===== src/rtl/mas_pkg.sv =====
// Shared definitions for the MAS8 program loader.
//   mas_state_e     : loader FSM states
//   MAS_HEADER_DEF  : default frame start byte
//   MAS_INSTR_W     : core instruction width
package mas_pkg;

  localparam logic [7:0] MAS_HEADER_DEF = 8'hA5;
  localparam int         MAS_INSTR_W    = 16;

  typedef enum logic [3:0] {
    S_IDLE,
    S_CLEAR,
    S_COUNT,
    S_HI,
    S_LO,
    S_WRITE,
    S_CSUM,
    S_DONE,
    S_ERR
  } mas_state_e;

  // A frame is in progress from CLEAR through CSUM; the core is in program mode.
  function automatic logic mas_is_busy(mas_state_e s);
    return s inside {S_CLEAR, S_COUNT, S_HI, S_LO, S_WRITE, S_CSUM};
  endfunction

  // States that take bytes from the link.
  function automatic logic mas_is_rx(mas_state_e s);
    return !(s inside {S_CLEAR, S_WRITE});
  endfunction

  // States in which the inter-byte idle counter runs.
  function automatic logic mas_is_timed(mas_state_e s);
    return s inside {S_COUNT, S_HI, S_LO, S_CSUM};
  endfunction

endpackage


===== src/rtl/mas_byte_timeout.sv =====
// Inter-byte idle counter.
//   clk, rst : clock, synchronous active-high reset
//   clr      : restart the count (byte accepted / frame start)
//   en       : count this cycle
//   expired  : the counter is about to reach TIMEOUT_CYC on this edge
// TIMEOUT_CYC = 0 disables the timer (expired is tied low).
module mas_byte_timeout #(
  parameter int TIMEOUT_CYC = 1000
) (
  input  logic clk,
  input  logic rst,
  input  logic clr,
  input  logic en,
  output logic expired
);

  generate
    if (TIMEOUT_CYC == 0) begin : g_off
      logic unused_ok;
      assign unused_ok = &{1'b0, clk, rst, clr, en};
      assign expired   = 1'b0;
    end else begin : g_on
      localparam int CW = (TIMEOUT_CYC < 2) ? 1 : $clog2(TIMEOUT_CYC);
      logic [CW-1:0] cnt_q;

      always_ff @(posedge clk) begin
        if (rst || clr)  cnt_q <= '0;
        else if (en)     cnt_q <= cnt_q + 1'b1;
      end

      // Fire on the edge that would make the count equal TIMEOUT_CYC, so the
      // owner changes state exactly TIMEOUT_CYC edges after the last clear.
      assign expired = en && !clr && (cnt_q == CW'(TIMEOUT_CYC - 1));
    end
  endgenerate

endmodule


===== src/rtl/mas_prog_loader.sv =====
// MAS8 byte-stream program loader.
// Receives HEADER, N (0 = 256), 2*N instruction bytes (high byte first) and
// an 8-bit wrap-around checksum of the instruction bytes, writing each 16-bit
// word into the core through instr_in/pr/en. The core is held in reset
// (core_rstz = 0) until a frame loads with a good checksum.
//   clk, rst            : clock, synchronous active-high reset
//   rx_data/valid/ready : byte link, transfer on rx_valid & rx_ready
//   run_en              : core enable request, forwarded only once loaded
//   instr_in, pr, en    : core programming port (en is the write strobe)
//   core_rstz           : active-low core reset
//   busy, done, err     : frame in progress / loaded ok / checksum or timeout
//   dvdd, dgnd          : supply pins, no logic
module mas_prog_loader
  import mas_pkg::*;
#(
  parameter logic [7:0] HEADER      = MAS_HEADER_DEF,
  parameter int         TIMEOUT_CYC = 1000
) (
  input  logic                   clk,
  input  logic                   rst,
  input  logic [7:0]             rx_data,
  input  logic                   rx_valid,
  output logic                   rx_ready,
  input  logic                   run_en,
  output logic [MAS_INSTR_W-1:0] instr_in,
  output logic                   pr,
  output logic                   en,
  output logic                   core_rstz,
  output logic                   busy,
  output logic                   done,
  output logic                   err,
  inout  wire                    dvdd,
  inout  wire                    dgnd
);

  wire unused_supply = &{1'b0, dvdd, dgnd};

  mas_state_e             state_q, state_d;
  logic [8:0]             rem_q, rem_d;
  logic [7:0]             hi_q, hi_d;
  logic [7:0]             csum_q, csum_d;
  logic [MAS_INSTR_W-1:0] instr_q, instr_d;

  logic rx_ready_q, busy_q, wr_q, done_q, err_q;
  logic acc, tmo;

  assign acc = rx_valid & rx_ready_q;

  mas_byte_timeout #(.TIMEOUT_CYC(TIMEOUT_CYC)) u_tmo (
    .clk     (clk),
    .rst     (rst),
    .clr     (acc || (state_q == S_CLEAR)),
    .en      (mas_is_timed(state_q)),
    .expired (tmo)
  );

  always_comb begin
    state_d = state_q;
    rem_d   = rem_q;
    hi_d    = hi_q;
    csum_d  = csum_q;
    instr_d = instr_q;
    unique case (state_q)
      S_IDLE, S_DONE, S_ERR: begin
        // Non-header bytes are swallowed so the link never backs up.
        if (acc && rx_data == HEADER) state_d = S_CLEAR;
      end
      S_CLEAR: begin
        csum_d  = '0;
        state_d = S_COUNT;
      end
      S_COUNT: begin
        if (acc) begin
          rem_d   = (rx_data == 8'h00) ? 9'd256 : {1'b0, rx_data};
          state_d = S_HI;
        end else if (tmo) state_d = S_ERR;
      end
      S_HI: begin
        if (acc) begin
          hi_d    = rx_data;
          csum_d  = csum_q + rx_data;
          state_d = S_LO;
        end else if (tmo) state_d = S_ERR;
      end
      S_LO: begin
        if (acc) begin
          instr_d = {hi_q, rx_data};
          csum_d  = csum_q + rx_data;
          state_d = S_WRITE;
        end else if (tmo) state_d = S_ERR;
      end
      S_WRITE: begin
        rem_d   = rem_q - 9'd1;
        state_d = (rem_d == 9'd0) ? S_CSUM : S_HI;
      end
      S_CSUM: begin
        if (acc)      state_d = (rx_data == csum_q) ? S_DONE : S_ERR;
        else if (tmo) state_d = S_ERR;
      end
      default: state_d = S_IDLE;
    endcase
  end

  // Outputs are registered from the next state so they move on the same
  // edge as the state register.
  always_ff @(posedge clk) begin
    if (rst) begin
      state_q    <= S_IDLE;
      rem_q      <= '0;
      hi_q       <= '0;
      csum_q     <= '0;
      instr_q    <= '0;
      rx_ready_q <= 1'b0;
      busy_q     <= 1'b0;
      wr_q       <= 1'b0;
      done_q     <= 1'b0;
      err_q      <= 1'b0;
    end else begin
      state_q    <= state_d;
      rem_q      <= rem_d;
      hi_q       <= hi_d;
      csum_q     <= csum_d;
      instr_q    <= instr_d;
      rx_ready_q <= mas_is_rx(state_d);
      busy_q     <= mas_is_busy(state_d);
      wr_q       <= (state_d == S_WRITE);
      done_q     <= (state_d == S_DONE);
      err_q      <= (state_d == S_ERR);
    end
  end

  assign rx_ready  = rx_ready_q;
  assign instr_in  = instr_q;
  assign busy      = busy_q;
  assign pr        = busy_q;
  assign done      = done_q;
  assign err       = err_q;
  // Released only after a good load; ERR and any frame in progress keep the
  // core (and its memory) in reset.
  assign core_rstz = done_q;
  assign en        = wr_q | (done_q & run_en);

endmodule

===== config.mk =====
export PLATFORM = sky130hd
export DESIGN_NAME = mas_prog_loader
export DESIGN_NICKNAME = d
export VERILOG_FILES = /design/src/rtl/mas_pkg.sv /design/src/rtl/mas_byte_timeout.sv /design/src/rtl/mas_prog_loader.sv
export SDC_FILE = /design/constraint.sdc
export NUM_CORES = 1
export LEC_CHECK = 0
export BUFFER_PORTS_ARGS = -buffer_cell sky130_fd_sc_hd__buf_2
export CORE_UTILIZATION = 45
export DETAILED_ROUTE_END_ITERATION = 10
export SKIP_CTS_REPAIR_TIMING = 1
export SLEW_MARGIN = 0
export SYNTH_ARGS = -nofsm -noshare
export SYNTH_HDL_FRONTEND = slang
export SYNTH_SLANG_ARGS = --single-unit

===== constraint.sdc =====
create_clock -name clk -period 2.7 [get_ports clk]
set_input_delay 0.405 -clock clk [delete_from_list [all_inputs] [get_ports clk]]
set_output_delay 0.405 -clock clk [all_outputs]
set_load 0.02 [all_outputs]

==> parameters.txt <==
Parameter                              Value

Power and ir drop
  Sequential share of power ... 45.4%
  Static leakage ... 0.00133 uW
  Switching fraction of total power ... 22.1%
  Power density over the cells ... 554 nW/um^2
  Combinational cell fraction of total power ... 3.6%
  Largest vdd supply drop ... 0.358 mV
  NetSw ... 432 uW
  Int Pwr ... 1520 uW
  Clock share of power ... 51.0%

STA
  Clock skew ... 5.45 ps
  Worst setup margin ... 402 ps
  Worst hold slack ... 366 ps
  Setup_tns ... 0 ps
  Headroom to the max-slew limit ... 50.6%
  Share of the clock period used by the worst path after layout ... 85.1%
  Number of setup violations in the final report ... 0
  Endpoints left unconstrained ... 2
  Slew at the pin with the worst max-slew slack ... 735 ps
  Final number of hold-violating endpoints ... 0
  Count of final max-slew check failures ... 0
  Upper clock frequency limit ... 435 MHz
  Unrepaired setup endpoints after global routing ... no
  Min Clock Period, post-route ... 2300 ps

Hold path
  Tightest Hold Check Type ... in -> reg
  Hold worst-path end ... instr_in[1]$_SDFFE_PP0P_
  Worst hold path stage count ... 3
  Hold_sp ... rx_data[1]

Cells and area
  Number of antenna cells inserted ... 0
  Fill cell count ... 644
  Area growth from synthesis to layout ... 14.2%
  Fraction of layout instances using a drive strength above 1 ... 15.6%
  Total number of nets in the final design ... 425

Logic synthesis
  Most instantiated cells after synthesis ... 60 x sky130_fd_sc_hd__dfxtp_1, 48 x sky130_fd_sc_hd__nor2_1, 45 x sky130_fd_sc_hd__nand2_1
  Leading area contributor after synthesis ... sky130_fd_sc_hd__dfxtp_1
  Avg Cell Area, Syn ... 8.34 sq um
  Number of distinct standard cells referenced by the synthesized netlist ... 64
  Count of flip-flops with a built-in enable after synthesis ... 0
  Most used flip-flop cell after synthesis ... sky130_fd_sc_hd__dfxtp_1
  Leading post-synthesis cells by cell area ... sky130_fd_sc_hd__dfxtp_1 39%, sky130_fd_sc_hd__nor2_1 5.8%, sky130_fd_sc_hd__nand2_1 5.5%
  Synth Instances ... 370
  Number of synthesized register bits ... 60
  Total number of yosys warnings ... 0
  Proportion of register bits with asynchronous set or reset after synthesis ... 0%
  Mapped cell area ... 3080 sq um
  Syn Nets ... 395
  Share of the synthesized area in the top cell type ... 38.9%
  Most numerous cell in the Yosys netlist ... sky130_fd_sc_hd__dfxtp_1
  Seq/Total Area, Yosys ... 38.9%

Floorplanning
  Number of cell rows ... 29
  Vertical die dimension ... 84.8 um
  I/O Pins ... 37
  Core area ... 6490 sq um
  Die Area ... 7190 sq um
  Overall die width ... 84.8 um
  Starting utilization of the core area ... 47.5%

Global routing
  Global Route Usage Sum ... 21.6%
  Residual overflow from global routing ... 0
  Wire length of the first global-routing pass ... 12,200 um
  Vias in the first global route ... 2,530
  Antenna violations before repair ... 0
  Maximum number of pins on one net before global-route repair ... 46

Clock tree
  Clock tree from TritonCTS ... yes
  Worst-skew pair later-pin latency ... 340 ps
  Clock-pin slew of the registers on the worst-case setup and hold paths ... 70 ps
  Number of H-tree branching levels ... 3
  TritonCTS Buffers ... 9
  Buffers from clock root to sink, at most ... 2
  Root Driver ... sky130_fd_sc_hd__clkbuf_8
  Number of clock sinks seen by CTS ... 60

Drt
  Via total after detailed routing ... 2,719
  Remaining design rule violation count ... 4
  Detailed Route WL ... 7070 um
  Number of DRC markers after the initial detailed-route iteration ... 184
  Routed Antenna Nets ... 0
  Detailed-route vias per instance ... 5.64
  Avg WL per Cell ... 14.7 um
  DR pass1 iterations ... 8

Placed design
  Placer's final routability congestion estimate ... 0.850
  Port-buffer cells ... 34
  HPWL after detailed placement ... 4930 um
  Post-place setup slack ... 333 ps

Run
  Max-cap check violation count ... 0

Status
  Failing checks ... DRC
  Result of the run ... complete, but fails checks

Setup path
  Critical R2R Capture ... busy$_SDFF_PP0_
  Length in cells of the worst reg-to-reg path ... 8
  Crit end category ... flop
  CP Max Fanout ... 6
  Startpoint class of the critical path ... flop
  Startpoint of the worst register-to-register path ... rem_q[0]$_SDFFE_PP0P_
  Worst reg2reg setup slack ... 400 ps
  Arrival time of data at the critical path endpoint ... 2530 ps
  Crit path kind ... reg -> reg
  Crit path required time ... 2930 ps
-- per-stage QoR --
stage / std cells / utilization [%] / instance area (sq um) / power, uW
after floorplan: 370 / - / 3080 / 948
after global placement: 466 / 50.5 / 3280 / 977
after detailed placement: 466 / 50.5 / 3280 / 977
after CTS: 482 / 54.2 / 3520 / 1970
after global routing: 482 / 54.2 / 3520 / 2020
final: 482 / 54.2 / 3520 / 1950
-- power groups by stage --
stage                     Combinational (uW)  Sequential [uW]  Clock [uW]
final                                   71.2              886         996
after global routing                    79.0              886        1050
after CTS                               70.9              886        1020
after detailed placement                70.7              906           0
after global placement                  70.9              906           0
after floorplan                         40.2              907           0
-- critical path, stage by stage (launching register included) --
cell	delay, ps
sky130_fd_sc_hd__dfxtp_1	380
sky130_fd_sc_hd__inv_1	90
sky130_fd_sc_hd__ha_1	240
sky130_fd_sc_hd__xor2_1	150
sky130_fd_sc_hd__nor4b_1	420
sky130_fd_sc_hd__a41oi_1	200
sky130_fd_sc_hd__a211oi_2	430
sky130_fd_sc_hd__nand3_1	110
sky130_fd_sc_hd__o2bb2ai_1	150
-- layout by cell type (no fill, tap or decap), drive strengths merged, types with 3 or more instances in the layout --
| cell type | Yosys | layout |
|---|---|---|
| mux2i | 9 | 9 |
| bufinv | 0 | 3 |
| and3 | 3 | 3 |
| o21a | 3 | 3 |
| nor2 | 48 | 48 |
| nor4 | 6 | 6 |
| a211oi | 3 | 3 |
| nand2 | 45 | 45 |
| a222oi | 3 | 3 |
| clkbuf | 9 | 10 |
| nor2b | 6 | 6 |
| and2 | 4 | 4 |
| a21oi | 30 | 30 |
| xnor2 | 12 | 12 |
| nor3 | 13 | 13 |
| clkinv | 1 | 4 |
| a2111oi | 3 | 3 |
| a21boi | 3 | 3 |
| inv | 11 | 11 |
| dfxtp | 60 | 60 |
| o21ai | 11 | 11 |
| nand2b | 8 | 8 |
| xor2 | 3 | 3 |
| nand3 | 15 | 15 |
| buf | 9 | 37 |
| ha | 10 | 10 |
| nand4 | 3 | 3 |
| a31oi | 4 | 4 |
| a22oi | 3 | 3 |
-- kinds of logic after synthesis --
logic type / count (synthesis) / share of synthesized area, %
xor+xnor: 15 / 4.26
buf+inv: 30 / 4.38
fa+ha+maj: 11 / 4.71
mux: 9 / 2.92
flops: 60 / 38.9
simple gates: 162 / 25.6
compound gates: 83 / 19.1
-- metal layers --
metal	GRT usage, %	vias to the layer above	wire length (um)
met3	4.72	11	341
met2	34.3	70	3130
met1	28.8	1266	3520
li1	-	1372	-
met5	0	-	0
met4	8.47	0	87
-- layout make-up --
cell class / instances / area (sq um) / area share (%)
Tap cell: 77 / 96.3 / 2.73
Clock buffer: 10 / 128 / 3.62
Timing Repair Buffer: 37 / 193 / 5.47
Clock inverter: 6 / 113 / 3.20
Inverter: 12 / 45.0 / 1.28
Sequential cell: 60 / 1200 / 34.1
Multi-Input combinational cell: 280 / 1750 / 49.6
-- worst max path at each step --
| stage | to | slack [ps] | startpoint |
|---|---|---|---|
| 6_report | busy$_SDFF_PP0_ | 400 | rem_q[0]$_SDFFE_PP0P_ |
| 5_1_grt | rem_q[3]$_SDFFE_PP0P_ | 240 | state_q[2]$_SDFF_PP0_ |
| 3_3_place_gp | csum_q[7]$_SDFFE_PP0P_ | 400 | rx_data[1] |
| 3_5_place_dp | core_rstz$_SDFF_PP0_ | 330 | rx_data[5] |
| 4_1_cts | busy$_SDFF_PP0_ | 380 | rem_q[0]$_SDFFE_PP0P_ |
| 2_1_floorplan | csum_q[7]$_SDFFE_PP0P_ | 710 | rx_data[3] |
-- sequential cells by signal (all words and copies together) (netlist names) --
| register | count |
|---|---|
| err | 1 |
| instr_in | 16 |
| rx_ready | 1 |
| wr_q | 1 |
| u_tmo.g_on.cnt_q | 10 |
| csum_q | 8 |
| hi_q | 8 |
| state_q | 4 |
| busy | 1 |
| core_rstz | 1 |
| rem_q | 9 |
Power figures use the tool's default switching activity.
